<file path="src/rtl/temp_pkg.sv">
// Shared types for the temperature alarm slice.
//   alarm_st_t : alarm FSM states
//   TR_*       : trend output encodings (previous sample vs current)
package temp_pkg;

    typedef enum logic [2:0] {
        NORMAL,
        PEND_HI,
        PEND_LO,
        HIGH,
        LOW
    } alarm_st_t;

    localparam logic [1:0] TR_FLAT = 2'b00;
    localparam logic [1:0] TR_RISE = 2'b01;
    localparam logic [1:0] TR_FALL = 2'b10;

endpackage

</file>
<file path="src/rtl/temp_minmax_tracker.sv">
// Running statistics over committed samples.
//   clk, rst    : clock, async active-high reset
//   clr         : clear statistics (a same-cycle commit is applied after the clear)
//   commit, s   : sample strobe and value
//   max_avg     : largest sample since reset/clear (0 when empty)
//   min_avg     : smallest sample since reset/clear (all-ones when empty)
//   trend       : current sample vs previous one (flat for the first sample)
//   sample_cnt  : committed samples, saturating
module temp_minmax_tracker
    import temp_pkg::*;
#(
    parameter int unsigned W     = 8,
    parameter int unsigned CNT_W = 8
) (
    input  logic             clk,
    input  logic             rst,
    input  logic             clr,
    input  logic             commit,
    input  logic [W-1:0]     s,
    output logic [W-1:0]     max_avg,
    output logic [W-1:0]     min_avg,
    output logic [1:0]       trend,
    output logic [CNT_W-1:0] sample_cnt
);

    logic [W-1:0] prev_s;
    logic         first_seen;

    always_ff @(posedge clk or posedge rst) begin
        if (rst) begin
            max_avg    <= '0;
            min_avg    <= '1;
            trend      <= TR_FLAT;
            sample_cnt <= '0;
            prev_s     <= '0;
            first_seen <= 1'b0;
        end else if (commit) begin
            // With clr asserted the sample lands on freshly cleared statistics.
            if (clr || !first_seen)
                trend <= TR_FLAT;
            else if (s > prev_s)
                trend <= TR_RISE;
            else if (s < prev_s)
                trend <= TR_FALL;
            else
                trend <= TR_FLAT;

            max_avg <= (clr || s > max_avg) ? s : max_avg;
            min_avg <= (clr || s < min_avg) ? s : min_avg;

            if (clr)
                sample_cnt <= CNT_W'(1);
            else if (sample_cnt != '1)
                sample_cnt <= sample_cnt + CNT_W'(1);

            prev_s     <= s;
            first_seen <= 1'b1;
        end else if (clr) begin
            max_avg    <= '0;
            min_avg    <= '1;
            trend      <= TR_FLAT;
            sample_cnt <= '0;
            first_seen <= 1'b0;
        end
    end

endmodule

</file>
<file path="src/rtl/temp_alarm_monitor.sv">
// Captures minute averages and runs a debounced hysteresis alarm.
//   clk, rst    : clock, async active-high reset
//   avg_in      : minute average from the averaging stage
//   min_p       : minute pulse (level, one sample per rising edge)
//   thr_high    : alarm when sample > thr_high
//   thr_low     : alarm when sample < thr_low
//   alarm_clr   : clears alarm_lat and the min/max/count/trend statistics
//   alarm_hi/lo : FSM is in HIGH / LOW (visible the cycle after commit)
//   alarm_lat   : sticky flag, set on entry to HIGH or LOW
//   max_avg, min_avg, trend, sample_cnt : running statistics
//   sample_v    : one-cycle strobe on the commit cycle (min_p edge + 2)
module temp_alarm_monitor
    import temp_pkg::*;
#(
    parameter int unsigned W        = 8,
    parameter int unsigned HYST     = 2,
    parameter int unsigned DEBOUNCE = 3,
    parameter int unsigned CNT_W    = 8
) (
    input  logic             clk,
    input  logic             rst,
    input  logic [W-1:0]     avg_in,
    input  logic             min_p,
    input  logic [W-1:0]     thr_high,
    input  logic [W-1:0]     thr_low,
    input  logic             alarm_clr,
    output logic             alarm_hi,
    output logic             alarm_lo,
    output logic             alarm_lat,
    output logic [W-1:0]     max_avg,
    output logic [W-1:0]     min_avg,
    output logic [1:0]       trend,
    output logic [CNT_W-1:0] sample_cnt,
    output logic             sample_v
);

    localparam int unsigned DEB_W   = $clog2(DEBOUNCE + 1);
    localparam logic [W:0]  HYST_X  = (W+1)'(HYST);
    localparam logic [W:0]  W_MAX_X = {1'b0, {W{1'b1}}};

    // ---------------- capture pipeline ----------------
    logic         min_p_q;
    logic         edge_d1;
    logic         commit;
    logic [W-1:0] s_q;
    logic         edge_det;

    assign edge_det = min_p & ~min_p_q;
    assign sample_v = commit;

    always_ff @(posedge clk or posedge rst) begin
        if (rst) begin
            // Reset to 1 so a pulse still high across reset is not re-captured.
            min_p_q <= 1'b1;
            edge_d1 <= 1'b0;
            commit  <= 1'b0;
            s_q     <= '0;
        end else begin
            min_p_q <= min_p;
            edge_d1 <= edge_det;
            commit  <= edge_d1;
            if (edge_d1)
                s_q <= avg_in;
        end
    end

    // ---------------- threshold compares (W+1 bits, no wrap) ----------------
    logic [W:0] s_x, hi_x, lo_x, lo_sum, hi_exit, lo_exit;
    logic       above_hi, below_lo;

    assign s_x      = {1'b0, s_q};
    assign hi_x     = {1'b0, thr_high};
    assign lo_x     = {1'b0, thr_low};
    assign above_hi = s_x > hi_x;
    assign below_lo = s_x < lo_x;
    assign hi_exit  = (hi_x >= HYST_X) ? hi_x - HYST_X : '0;
    assign lo_sum   = lo_x + HYST_X;
    assign lo_exit  = (lo_sum > W_MAX_X) ? W_MAX_X : lo_sum;

    // ---------------- alarm FSM ----------------
    alarm_st_t        state, state_nx;
    logic [DEB_W-1:0] deb, deb_nx, deb_inc;
    logic             enter;

    assign deb_inc = deb + DEB_W'(1);

    always_comb begin
        state_nx = state;
        deb_nx   = deb;
        if (commit) begin
            unique case (state)
                NORMAL: begin
                    if (above_hi) begin
                        state_nx = (DEBOUNCE == 1) ? HIGH : PEND_HI;
                        deb_nx   = DEB_W'(1);
                    end else if (below_lo) begin
                        state_nx = (DEBOUNCE == 1) ? LOW : PEND_LO;
                        deb_nx   = DEB_W'(1);
                    end
                end
                PEND_HI: begin
                    if (above_hi) begin
                        deb_nx = deb_inc;
                        if (deb_inc >= DEB_W'(DEBOUNCE))
                            state_nx = HIGH;
                    end else begin
                        state_nx = NORMAL;
                        deb_nx   = '0;
                    end
                end
                PEND_LO: begin
                    if (below_lo) begin
                        deb_nx = deb_inc;
                        if (deb_inc >= DEB_W'(DEBOUNCE))
                            state_nx = LOW;
                    end else begin
                        state_nx = NORMAL;
                        deb_nx   = '0;
                    end
                end
                HIGH: begin
                    if (below_lo) begin
                        state_nx = (DEBOUNCE == 1) ? LOW : PEND_LO;
                        deb_nx   = DEB_W'(1);
                    end else if (s_x <= hi_exit) begin
                        state_nx = NORMAL;
                        deb_nx   = '0;
                    end
                end
                LOW: begin
                    if (above_hi) begin
                        state_nx = (DEBOUNCE == 1) ? HIGH : PEND_HI;
                        deb_nx   = DEB_W'(1);
                    end else if (s_x >= lo_exit) begin
                        state_nx = NORMAL;
                        deb_nx   = '0;
                    end
                end
                default: begin
                    state_nx = NORMAL;
                    deb_nx   = '0;
                end
            endcase
        end
    end

    assign enter = (state_nx != state) && (state_nx == HIGH || state_nx == LOW);

    always_ff @(posedge clk or posedge rst) begin
        if (rst) begin
            state     <= NORMAL;
            deb       <= '0;
            alarm_hi  <= 1'b0;
            alarm_lo  <= 1'b0;
            alarm_lat <= 1'b0;
        end else begin
            state    <= state_nx;
            deb      <= deb_nx;
            alarm_hi <= (state_nx == HIGH);
            alarm_lo <= (state_nx == LOW);
            if (enter)
                alarm_lat <= 1'b1;
            else if (alarm_clr)
                alarm_lat <= 1'b0;
        end
    end

    // ---------------- statistics ----------------
    temp_minmax_tracker #(
        .W     (W),
        .CNT_W (CNT_W)
    ) u_tracker (
        .clk        (clk),
        .rst        (rst),
        .clr        (alarm_clr),
        .commit     (commit),
        .s          (s_q),
        .max_avg    (max_avg),
        .min_avg    (min_avg),
        .trend      (trend),
        .sample_cnt (sample_cnt)
    );

endmodule

</file>
<file path="config.mk">
export PLATFORM = sky130hd
export DESIGN_NAME = temp_alarm_monitor
export DESIGN_NICKNAME = d
export VERILOG_FILES = /design/src/rtl/temp_pkg.sv /design/src/rtl/temp_minmax_tracker.sv /design/src/rtl/temp_alarm_monitor.sv
export SDC_FILE = /design/constraint.sdc
export NUM_CORES = 1
export LEC_CHECK = 0
export CORE_AREA = 2 2 135 84
export CTS_CLUSTER_SIZE = 25
export DETAILED_ROUTE_END_ITERATION = 10
export DIE_AREA = 0 0 137 86
export REMOVE_ABC_BUFFERS = 1
export SLEW_MARGIN = 20
export SYNTH_ARGS = -nofsm -noshare
export SYNTH_HDL_FRONTEND = slang
export SYNTH_SLANG_ARGS = --single-unit
</file>
<file path="constraint.sdc">
create_clock -name clk -period 2.1 [get_ports clk]
set_input_delay 0.21 -clock clk [delete_from_list [all_inputs] [get_ports clk]]
set_output_delay 0.21 -clock clk [all_outputs]
set_load 0.1 [all_outputs]
</file>
==> out/metrics.csv, run 1 <==
stage,metric,value,unit
outcome,status,"finished, violations left",
outcome,failing checks,setup timing,
die,chip height,86,µm
clock_tree,"Clk pin slew, worst setup/hold paths",0.08,ns
global_route,GRT overflow,0,
setup_path,crit start category,input pin,
power,PwrDens,828,nW/µm²
place,GPL Wtd Cong,0.905,
setup_path,Crit. End Element,flip-flop,
global_route,initial antenna violation count,0,
drt,number of remaining DRC errors,0,
clock_tree,Root Buffer,clkbuf_16,
timing,worst slew pin tran,0.481,ns
logic_synthesis,Synth cell types,69,
power,Design Power,5.07,mW
logic_synthesis,top-area cell type share of the netlist area,27.3,%
clock_tree,CTS max path bufs,2,
logic_synthesis,Post-Syn Instances,436,
timing,setup ws final,-0.852,ns
power,Worst IR Drop VDD,0.878,mV
clock_tree,CTS tree,done,
timing,Max Fclk,339,MHz
logic_synthesis,Yosys reg bits,54,
logic_synthesis,mapped cell area,4120,µm²
run,Max Cap Viol,0,
die,cell row count,29,
logic_synthesis,Async SR Flop Fraction,100,%
logic_synthesis,main combinational cell family by area after synthesis,compound AO/OA/AOI/OAI gates,
logic_synthesis,Synth Area in Simple Gates,15.9,%
die,I/O pins,58,
place,dpl hpwl,8820,µm
drt,via count,3843,
global_route,GRT Total Usage,21.0,%
global_route,vias in the first global route,3796,
drt,Routed Wire Length,12100,µm
drt,DR WL/cell,16.7,µm
cells_and_area,final instance area,6120,µm²
cells_and_area,share of post-route cells with drive strength above 1,41.3,%
setup_path,critical setup path kind,in -> reg,
cells_and_area,area grow syn2layout,48.5,%
clock_tree,worst skew pair latency,0.30,ns
timing,RSZ-0062 raised after global routing,true,
worst_hold_path,Hold Path Class,in -> async,
logic_synthesis,syn_area_per_cell,9.46,µm²
setup_path,worst-path maximum fanout,4,
clock_tree,cts bufs inserted,5,
clock_tree,clock sinks,54,
die,Initial Util,39.5,%
drt,Final ANT Viol Nets,0,
clock_tree,H-tree levels,2,
logic_synthesis,Synth Area in Compound Gates,20.7,%
place,number of port buffers,57,
logic_synthesis,post-synth top area cell,dfrtp_1,
logic_synthesis,register area share after synthesis,33.1,%
clock_tree,# hold bufs at CTS,0,
cells_and_area,nets,670,
logic_synthesis,Post-synth EDFFs,0,
timing,relative slew slack,67.7,%
logic_synthesis,synth warn,0,
die,die area,11800,µm²
timing,endpoints failing setup,24,
logic_synthesis,synth top area cells,"dfrtp_1 (27%), ha_1 (18%), dfstp_2 (5.7%)",
logic_synthesis,XOR/XNOR Fraction of Synth Area,2.34,%
setup_path,Critical Path AT,3.15,ns
timing,fin crit share,141,%
drt,Starting DRT DRC Count,245,
die,Die W,137,µm
logic_synthesis,top_reg_cell synth,dfrtp_1,
global_route,first-pass GRT wire length,19400,µm
drt,Pre-Repair DR Iteration Count,4,
logic_synthesis,post-synthesis mux area share,4.86,%
timing,Clock Skews,0.00702,ns
timing,Max Transition Viols Final,0,
timing,"Hold Violations, Final",0,
cells_and_area,diode count,0,
drt,drt via density,5.32,
power,Leak,2.91,nW
place,Placed Area,5410,µm²
logic_synthesis,adder-cell share of the synthesized area,17.9,%
setup_path,Critical Path RT,2.29,ns
global_route,largest net degree at the start of global routing,39,
timing,fin crit period,2.95,ns
die,core area,10500,µm²
==> registers in the layout, summed over array words and instances, names as in the netlist, 2 cells and up <==
name                  count
s_q                       8
deb                       2
u_tracker.max_avg         8
u_tracker.trend           2
u_tracker.prev_s          8
u_tracker.min_avg         8
u_tracker.sample_cnt      8
state                     3
==> cell type report <==
type                            count  area [µm²]
Inverter                           45         176
Clock inverter                      3        43.8
Timing Repair Buffer              152        1290
Fill cell                         896        4330
Sequential cell                    54        1370
Multi-Input combinational cell    325        2940
Tap cell                          139         174
Clock buffer                        5         125
==> per-layer routing <==
| layer | GRT usage (%) | part of all wire, % | up-vias |
|---|---|---|---|
| met5 | 0 | 0 | - |
| met4 | 3.94 | 0.91 | 0 |
| met3 | 4.08 | 4.9 | 13 |
| met2 | 30.9 | 42 | 94 |
| met1 | 31.9 | 52 | 1843 |
| li1 | - | - | 1893 |
==> cell families (layout without fill, tap and decap cells) <==
family                     count (synthesis)  after routing
AOI/OAI and AO/OA                        112            112
xor gates and xnor gates                  11             11
adders and majority gates                 59             59
buffers and inverters                     57            205
DFF                                       54             54
muxes                                     18             18
and+or+nand+nor                          125            125
==> metrics by stage <==
stage	hold WS (ns)	instances	setup TNS, ns	setup WS (ns)	util [%]
final	0.202	723	-7.78	-0.852	58.6
after global routing	0.248	723	-10.16	-0.997	58.6
after CTS	0.203	721	-6.68	-0.880	56.8
after detailed placement	0.468	704	-16.93	-1.84	51.8
after global placement	0.463	704	-15.01	-1.66	51.8
after floorplan	0.214	424	-19.76	-1.11	-
==> cells in the final DEF (no fill, tap or decap), drive strengths merged, types with 5 or more instances in the layout <==
cell type	count
inv	45
mux2	16
o21ai	21
a31oi	9
o211ai	5
a21oi	21
nand3	11
o2111ai	6
dfstp	9
nor2	29
a21o	14
clkbuf	5
and2	11
o32a	8
dfrtp	45
buf	133
nand2	32
nand2b	6
ha	59
nor2b	7
nand4	11
xor2	7
clkdlybuf4s50	12
==> synth_stat cells, types with 4 or more instances <==
library cell and instances:
o2111ai_1 5, o21ai_0 18, a31oi_1 8, clkbuf_1 9
nand3_1 11, o32a_1 8, nor2b_1 7, xor2_1 7
a21o_1 14, and2_1 10, inv_1 44, a21oi_1 18
dfrtp_1 45, ha_1 59, nor2_1 28, mux2_2 15
nand2_1 31, dfstp_2 9, xnor2_1 4, nand4_1 10
nand2b_1 6
==> critical path, stage by stage <==
cell	delay [ns]
buf_8	0.10
buf_4	0.14
ha_2	0.22
o41ai_2	0.39
nand2_1	0.16
o31ai_4	0.11
nand3_2	0.12
and2_4	0.18
ha_4	0.26
o21ai_2	0.04
o21bai_1	0.14
a21oi_1	0.07
or3_1	0.33
nand4_1	0.15
o211ai_1	0.16
buf_4	0.18
o41ai_2	0.18
==> final timing paths <==
path	startpoint	slack (ns)	end	cells after the start
setup / recovery	thr_low[1]	-0.85	deb[1]	17
hold / removal	rst	0.20	u_tracker.prev_s[1]	2
setup reg to reg	s_q[4]	-0.41	alarm_lat	10
hold reg to reg	u_tracker.prev_s[4]	0.48	u_tracker.prev_s[4]	1
max in group asynchronous	rst	1.29	u_tracker.min_avg[0]	3
min in group clk	min_p	0.34	min_p_q	1
==> repair_timing <==
item,4_1_cts,5_1_grt
setup endpoints to repair,24,26
resized for setup,110,35
pin swaps,45,31
buffers inserted,9,2
==> power breakdown <==
part           internal, mW  switching [mW]
sequential             1.24           0.194
combinational          1.09            1.58
clock                 0.566           0.396
total                  2.90            2.17
Note: power is estimated with default switching activity, not from simulation.
==> run 2: changes to the inputs <==
--- a/config.mk
+++ b/config.mk
@@ -9,6 +9,7 @@
 export CTS_CLUSTER_SIZE = 25
 export DETAILED_ROUTE_END_ITERATION = 10
 export DIE_AREA = 0 0 137 86
+export PLACE_DENSITY = 0.62
 export REMOVE_ABC_BUFFERS = 1
 export SLEW_MARGIN = 20
 export SYNTH_ARGS = -nofsm -noshare
==> out/metrics.csv, run 2 (synthesized netlist as in run 1, its figures left out) <==
stage,metric,value,unit,change
timing,endpoints failing setup,24,,unchanged
setup_path,crit path cell chain,buf_8 -> inv_4 -> ha_4 -> o2111ai_4 -> nor3_2 -> o21ai_1 -> o41ai_2 -> nand2_1 -> o31ai_4 -> nand3_2 -> and2_1 -> ha_1 -> o21ai_2 -> o21bai_1 -> a21oi_1 -> or3_1 -> nand4_1 -> buf_4 -> buf_6 -> o211ai_4 -> a2bb2oi_2 -> o2bb2ai_2,,
die,Die W,137,µm,unchanged
setup_path,Setup crit start,thr_low[1],,
place,Post-Place Cells,710,,+0.85%
drt,Starting DRT DRC Count,203,,-17%
clock_tree,"Clk pin slew, worst setup/hold paths",0.07,ns,about the same
die,Initial Util,39.5,%,unchanged
setup_path,FF-to-FF Start,s_q[5],,
power,Leak,2.94,nW,+0.97%
timing,fin crit period,3.11,ns,+0.157 ns
setup_path,worst-path maximum fanout,3,,-1
power,Design Power,5.02,mW,-0.90%
drt,drt via density,5.47,,+3.0%
die,chip height,86,µm,unchanged
global_route,largest net degree at the start of global routing,31,,-21%
global_route,vias in the first global route,3985,,+5.0%
place,dpl hpwl,8830,µm,+0.14%
timing,Min Hold Slack,0.281,ns,+0.0793 ns
place,Placed Area,5460,µm²,+0.83%
place,GPL Wtd Cong,0.871,,-3.8%
timing,Clock Skews,0.00824,ns,+0.00122 ns
clock_tree,# hold bufs at CTS,0,,unchanged
run,Max Cap Viol,0,,unchanged
timing,relative slew slack,63.3,%,-4.5 points
global_route,GRT Total Usage,21.1,%,+0.12 points
global_route,initial antenna violation count,0,,unchanged
setup_path,crit start category,input pin,,
timing,Setup TNS,-8.50,ns,-0.724 ns
timing,Max Transition Viols Final,0,,unchanged
cells_and_area,diode count,0,,unchanged
outcome,status,"finished, violations left",,
setup_path,Crit path largest cell delay,0.34,ns,-0.05 ns
die,die area,11800,µm²,unchanged
global_route,first-pass GRT wire length,19500,µm,+0.82%
clock_tree,H-tree levels,2,,unchanged
cells_and_area,share of post-route cells with drive strength above 1,41.1,%,-0.15 points
die,cell row count,29,,unchanged
power,Worst IR Drop VDD,0.757,mV,-14%
place,Place WS,-1.87,ns,-0.0244 ns
cells_and_area,fin cells,730,,+0.97%
timing,worst slew pin tran,0.550,ns,+0.0692 ns
die,I/O pins,58,,unchanged
clock_tree,Root Buffer,clkbuf_16,,
clock_tree,CTS max path bufs,2,,unchanged
setup_path,critical setup path kind,in -> reg,,
cells_and_area,most frequent cells in the layout,"buf_4 (120), ha_1 (50), dfrtp_1 (43), inv_1 (38), nand2_1 (30)",,
timing,Max Fclk,322,MHz,-5.0%
die,core area,10500,µm²,unchanged
clock_tree,cts bufs inserted,5,,unchanged
drt,Routed Wire Length,12400,µm,+3.0%
place,number of port buffers,57,,unchanged
drt,Final ANT Viol Nets,0,,unchanged
cells_and_area,nets,677,,+1.0%
global_route,GRT overflow,0,,unchanged
cells_and_area,"commonest non-fill, non-tap cell in the layout",buf_4,,
setup_path,Worst path top cell family by delay,simple AND/OR/NAND/NOR gates,,
timing,RSZ-0062 raised after global routing,true,,
drt,via count,3996,,+4.0%
worst_hold_path,Hold Path Class,in -> async,,
clock_tree,clock sinks,54,,unchanged
cells_and_area,area grow syn2layout,49.5,%,
setup_path,Critical Path RT,2.28,ns,about the same
clock_tree,CTS tree,done,,
setup_path,Critical Path AT,3.29,ns,+0.14 ns
setup_path,Crit. End Element,flip-flop,,
timing,setup ws final,-1.01,ns,-0.157 ns
power,PwrDens,814,nW/µm²,-1.6%
timing,"Hold Violations, Final",0,,unchanged
drt,Pre-Repair DR Iteration Count,4,,unchanged
drt,number of remaining DRC errors,0,,unchanged
cells_and_area,final instance area,6160,µm²,+0.69%
drt,DR WL/cell,17.0,µm,+2.0%
setup_path,Buffers & Inverters on Critical Path,4,,+1
outcome,failing checks,setup timing,,
cells_and_area,Final Util,59.0,%,+0.41 points
timing,fin crit share,148,%,+7.5 points
setup_path,"Slowest-stage cell, CP",or3_1,,
clock_tree,worst skew pair latency,0.30,ns,about the same
## run 2: cell count changes in the layout (fill, tap and decap cells not counted), moves of 2 or more
cell,before,now
ha_4,10,8
dfrtp_2,4,2
dfrtp_1,41,43
nor2_4,0,2
ha_1,48,50
o21ai_2,4,2
buf_12,3,5
buf_6,14,10
buf_4,112,120
mux2_2,9,7
## run 2: path summary, 6_finish.rpt
path | slack [ns] | endpoint | cells past startpoint
worst max register to register | -0.45 | deb[0] | 9
worst min register to register | 0.48 | u_tracker.prev_s[7] | 1
min in group clk | 0.33 | min_p_q | 1
max in group asynchronous | 1.26 | u_tracker.sample_cnt[5] | 3
worst min-delay path | 0.28 | edge_d1 | 2
worst max-delay path | -1.01 | alarm_lat | 22
## run 2: final cells by class
cell class                      instances  area [µm²]
Timing Repair Buffer                  159        1360
Clock buffer                            6         139
Tap cell                              139         174
Clock inverter                          2        12.5
Sequential cell                        54        1370
Multi-Input combinational cell        325        2940
Inverter                               45         176
Fill cell                             883        4290
## run 2: repair_timing
item / in CTS / in global routing
buffers inserted: 11 / 2
resized for setup: 112 / 35
gates cloned: 0 / 0
endpoints found under the hold margin: 0 / 0
endpoints found under the setup margin: 24 / 26
pin swaps: 44 / 38
## run 2: metal layers
metal	GRT usage, %	vias to the layer above	wire length (µm)
li1	-	1895	-
met1	30.4	1950	6080
met5	0	-	0
met2	33.0	137	5490
met4	3.75	0	114
met3	4.31	14	755
## run 2: report_power, final
group	total (mW)	internal, mW	switching, mW	leakage, nW
registers	1.42	1.24	0.179	0.675
logic	2.75	1.12	1.63	2.19
clock network	0.855	0.473	0.382	0.0729
total	5.02	2.83	2.19	2.94
==> run 3: changes to the inputs <==
--- a/config.mk
+++ b/config.mk
@@ -9,6 +9,7 @@
 export CTS_CLUSTER_SIZE = 25
 export DETAILED_ROUTE_END_ITERATION = 10
 export DIE_AREA = 0 0 137 86
+export GPL_TIMING_DRIVEN = 0
 export PLACE_DENSITY = 0.62
 export REMOVE_ABC_BUFFERS = 1
 export SLEW_MARGIN = 20
==> out/metrics.csv, run 3 (synthesized netlist as in run 1, its figures left out) <==
stage,metric,value,unit,change
run,Max Cap Viol,0,,unchanged
cells_and_area,share of post-route cells with drive strength above 1,33.2,%,-8.0 points
die,Initial Util,39.5,%,unchanged
die,chip height,86,µm,unchanged
timing,"Hold Violations, Final",0,,unchanged
die,I/O pins,58,,unchanged
cells_and_area,most frequent cells in the layout,"ha_1 (45), buf_4 (43), inv_1 (38), dfrtp_1 (36), nand2_1 (28)",,
global_route,GRT Total Usage,20.1,%,-0.97 points
outcome,failing checks,setup timing,,
cells_and_area,area grow syn2layout,46.7,%,
cells_and_area,"commonest non-fill, non-tap cell in the layout",ha_1,,
place,Post-Place Cells,621,,-13%
die,core area,10500,µm²,unchanged
outcome,status,"finished, violations left",,
cells_and_area,fin cells,685,,-6.2%
timing,RSZ-0062 raised after global routing,true,,
clock_tree,worst skew pair latency,0.29,ns,about the same
clock_tree,CTS max path bufs,2,,unchanged
place,dpl hpwl,7640,µm,-13%
power,Design Power,5.02,mW,about the same
global_route,GRT overflow,0,,unchanged
setup_path,Critical Path AT,3.26,ns,-0.03 ns
clock_tree,clock sinks,54,,unchanged
global_route,initial antenna violation count,0,,unchanged
timing,relative slew slack,31.6,%,-32 points
drt,Routed Wire Length,11600,µm,-6.7%
timing,worst slew pin tran,1.02,ns,+0.474 ns
die,die area,11800,µm²,unchanged
cells_and_area,filler cell count,883,,unchanged
drt,number of remaining DRC errors,0,,unchanged
clock_tree,cts bufs inserted,5,,unchanged
setup_path,"Slowest-stage cell, CP",o2111ai_4,,
timing,endpoints failing setup,24,,unchanged
setup_path,Buffers & Inverters on Critical Path,4,,unchanged
clock_tree,Root Buffer,clkbuf_16,,
setup_path,worst-path maximum fanout,4,,+1
cells_and_area,diode count,0,,unchanged
drt,drt via density,5.52,,+0.84%
place,number of port buffers,57,,unchanged
setup_path,critical setup path kind,in -> reg,,
die,Die W,137,µm,unchanged
timing,fin crit period,3.07,ns,-0.0336 ns
clock_tree,"Clk pin slew, worst setup/hold paths",0.07,ns,about the same
worst_hold_path,Hold Path Class,in -> async,,
place,Place WS,-2.14,ns,-0.269 ns
die,cell row count,29,,unchanged
drt,DR WL/cell,16.9,µm,-0.54%
timing,Max Transition Viols Final,0,,unchanged
place,GPL Wtd Cong,0.786,,-9.8%
global_route,largest net degree at the start of global routing,33,,+6.5%
cells_and_area,Final Util,57.9,%,-1.1 points
timing,Min Hold Slack,0.265,ns,-0.0163 ns
timing,setup ws final,-0.975,ns,+0.0336 ns
global_route,first-pass GRT wire length,18600,µm,-4.8%
clock_tree,CTS tree,done,,
setup_path,crit path cell chain,buf_12 -> inv_8 -> ha_4 -> o2111ai_4 -> nor3_2 -> o21ai_1 -> o41ai_2 -> nand2_1 -> o31ai_4 -> buf_6 -> a31oi_4 -> ha_4 -> o21ai_2 -> o21bai_1 -> a21oi_1 -> or3_1 -> nand4_1 -> buf_6 -> o2111ai_4 -> a2bb2oi_2 -> o2bb2ai_2,,
power,PwrDens,830,nW/µm²,+1.9%
cells_and_area,final instance area,6050,µm²,-1.9%
timing,Setup TNS,-9.49,ns,-0.986 ns
setup_path,Worst path top cell family by delay,compound AO/OA/AOI/OAI gates,,
power,Leak,2.82,nW,-3.9%
setup_path,crit start category,input pin,,
global_route,vias in the first global route,3699,,-7.2%
drt,via count,3781,,-5.4%
drt,Final ANT Viol Nets,0,,unchanged
drt,Starting DRT DRC Count,154,,-24%
setup_path,Crit. End Element,flip-flop,,
drt,Pre-Repair DR Iteration Count,4,,unchanged
setup_path,Crit path largest cell delay,0.23,ns,-0.11 ns
timing,fin crit share,146,%,-1.6 points
power,Worst IR Drop VDD,0.907,mV,+20%
timing,Clock Skews,0.00441,ns,-0.00383 ns
place,Placed Area,4840,µm²,-11%
setup_path,Critical Path RT,2.28,ns,about the same
timing,Max Fclk,325,MHz,+1.1%
clock_tree,H-tree levels,2,,unchanged
cells_and_area,nets,632,,-6.6%
run 3: cell types whose count changed in the layout (fill, tap and decap cells not counted), sizes merged:
| cell | before | now |
|---|---|---|
| clkbuf | 6 | 7 |
| clkdlybuf4s50 | 12 | 23 |
| clkinv | 2 | 1 |
| dlygate4sd2 | 5 | 16 |
| buf | 140 | 65 |
| clkdlybuf4s15 | 0 | 1 |
| dlymetal6s2s | 2 | 9 |
| inv | 44 | 43 |
| bufinv | 0 | 1 |
run 3: metal layers:
metal / routed length, µm / up-vias / global-route usage, %
li1: - / 1813 / -
met4: 153 / 0 / 5.06
met1: 5720 / 1840 / 28.7
met2: 5090 / 109 / 30.5
met3: 639 / 19 / 4.96
met5: 0 / - / 0
run 3: final cells by class:
class                           count  area, µm²  area share [%]
Timing Repair Buffer              114       1110            18.4
Clock buffer                        7        143            2.36
Tap cell                          139        174            2.88
Sequential cell                    54       1370            22.7
Multi-Input combinational cell    325       3020            50.0
Clock inverter                      1       30.0           0.497
Inverter                           45        191            3.17
run 3: worst reg2reg max path, stage by stage (launching register included):
cell,delay (ns)
dfrtp_2,0.50
ha_4,0.30
nand4_1,0.17
buf_4,0.20
a211oi_4,0.34
buf_4,0.19
nor3_2,0.03
nand4b_1,0.28
a21oi_2,0.25
a2bb2oi_2,0.09
o2bb2ai_2,0.11
run 3: power breakdown:
part           internal [mW]  leakage (nW)  switching, mW  total [mW]
clock network          0.596        0.0841          0.374       0.970
registers               1.24         0.667          0.225        1.47
logic                   1.04          2.07           1.54        2.58
total                   2.88          2.82           2.14        5.02
run 3: worst paths after layout:
check	from	endpoint	slack, ns	cells past startpoint
min in group clk	min_p	min_p_q	0.36	1
max in group asynchronous	rst	u_tracker.sample_cnt[2]	1.30	3
hold / removal	rst	u_tracker.max_avg[0]	0.26	2
setup reg to reg	s_q[5]	alarm_lat	-0.42	10
setup / recovery	thr_low[1]	alarm_lat	-0.97	21
hold reg to reg	u_tracker.prev_s[5]	u_tracker.prev_s[5]	0.48	1
run 3: repair_timing:
action	in CTS	in global routing
endpoints found under the setup margin	48	36
pin swaps	31	61
hold buffers	0	0
gates resized for setup	126	80
buffers inserted	26	30
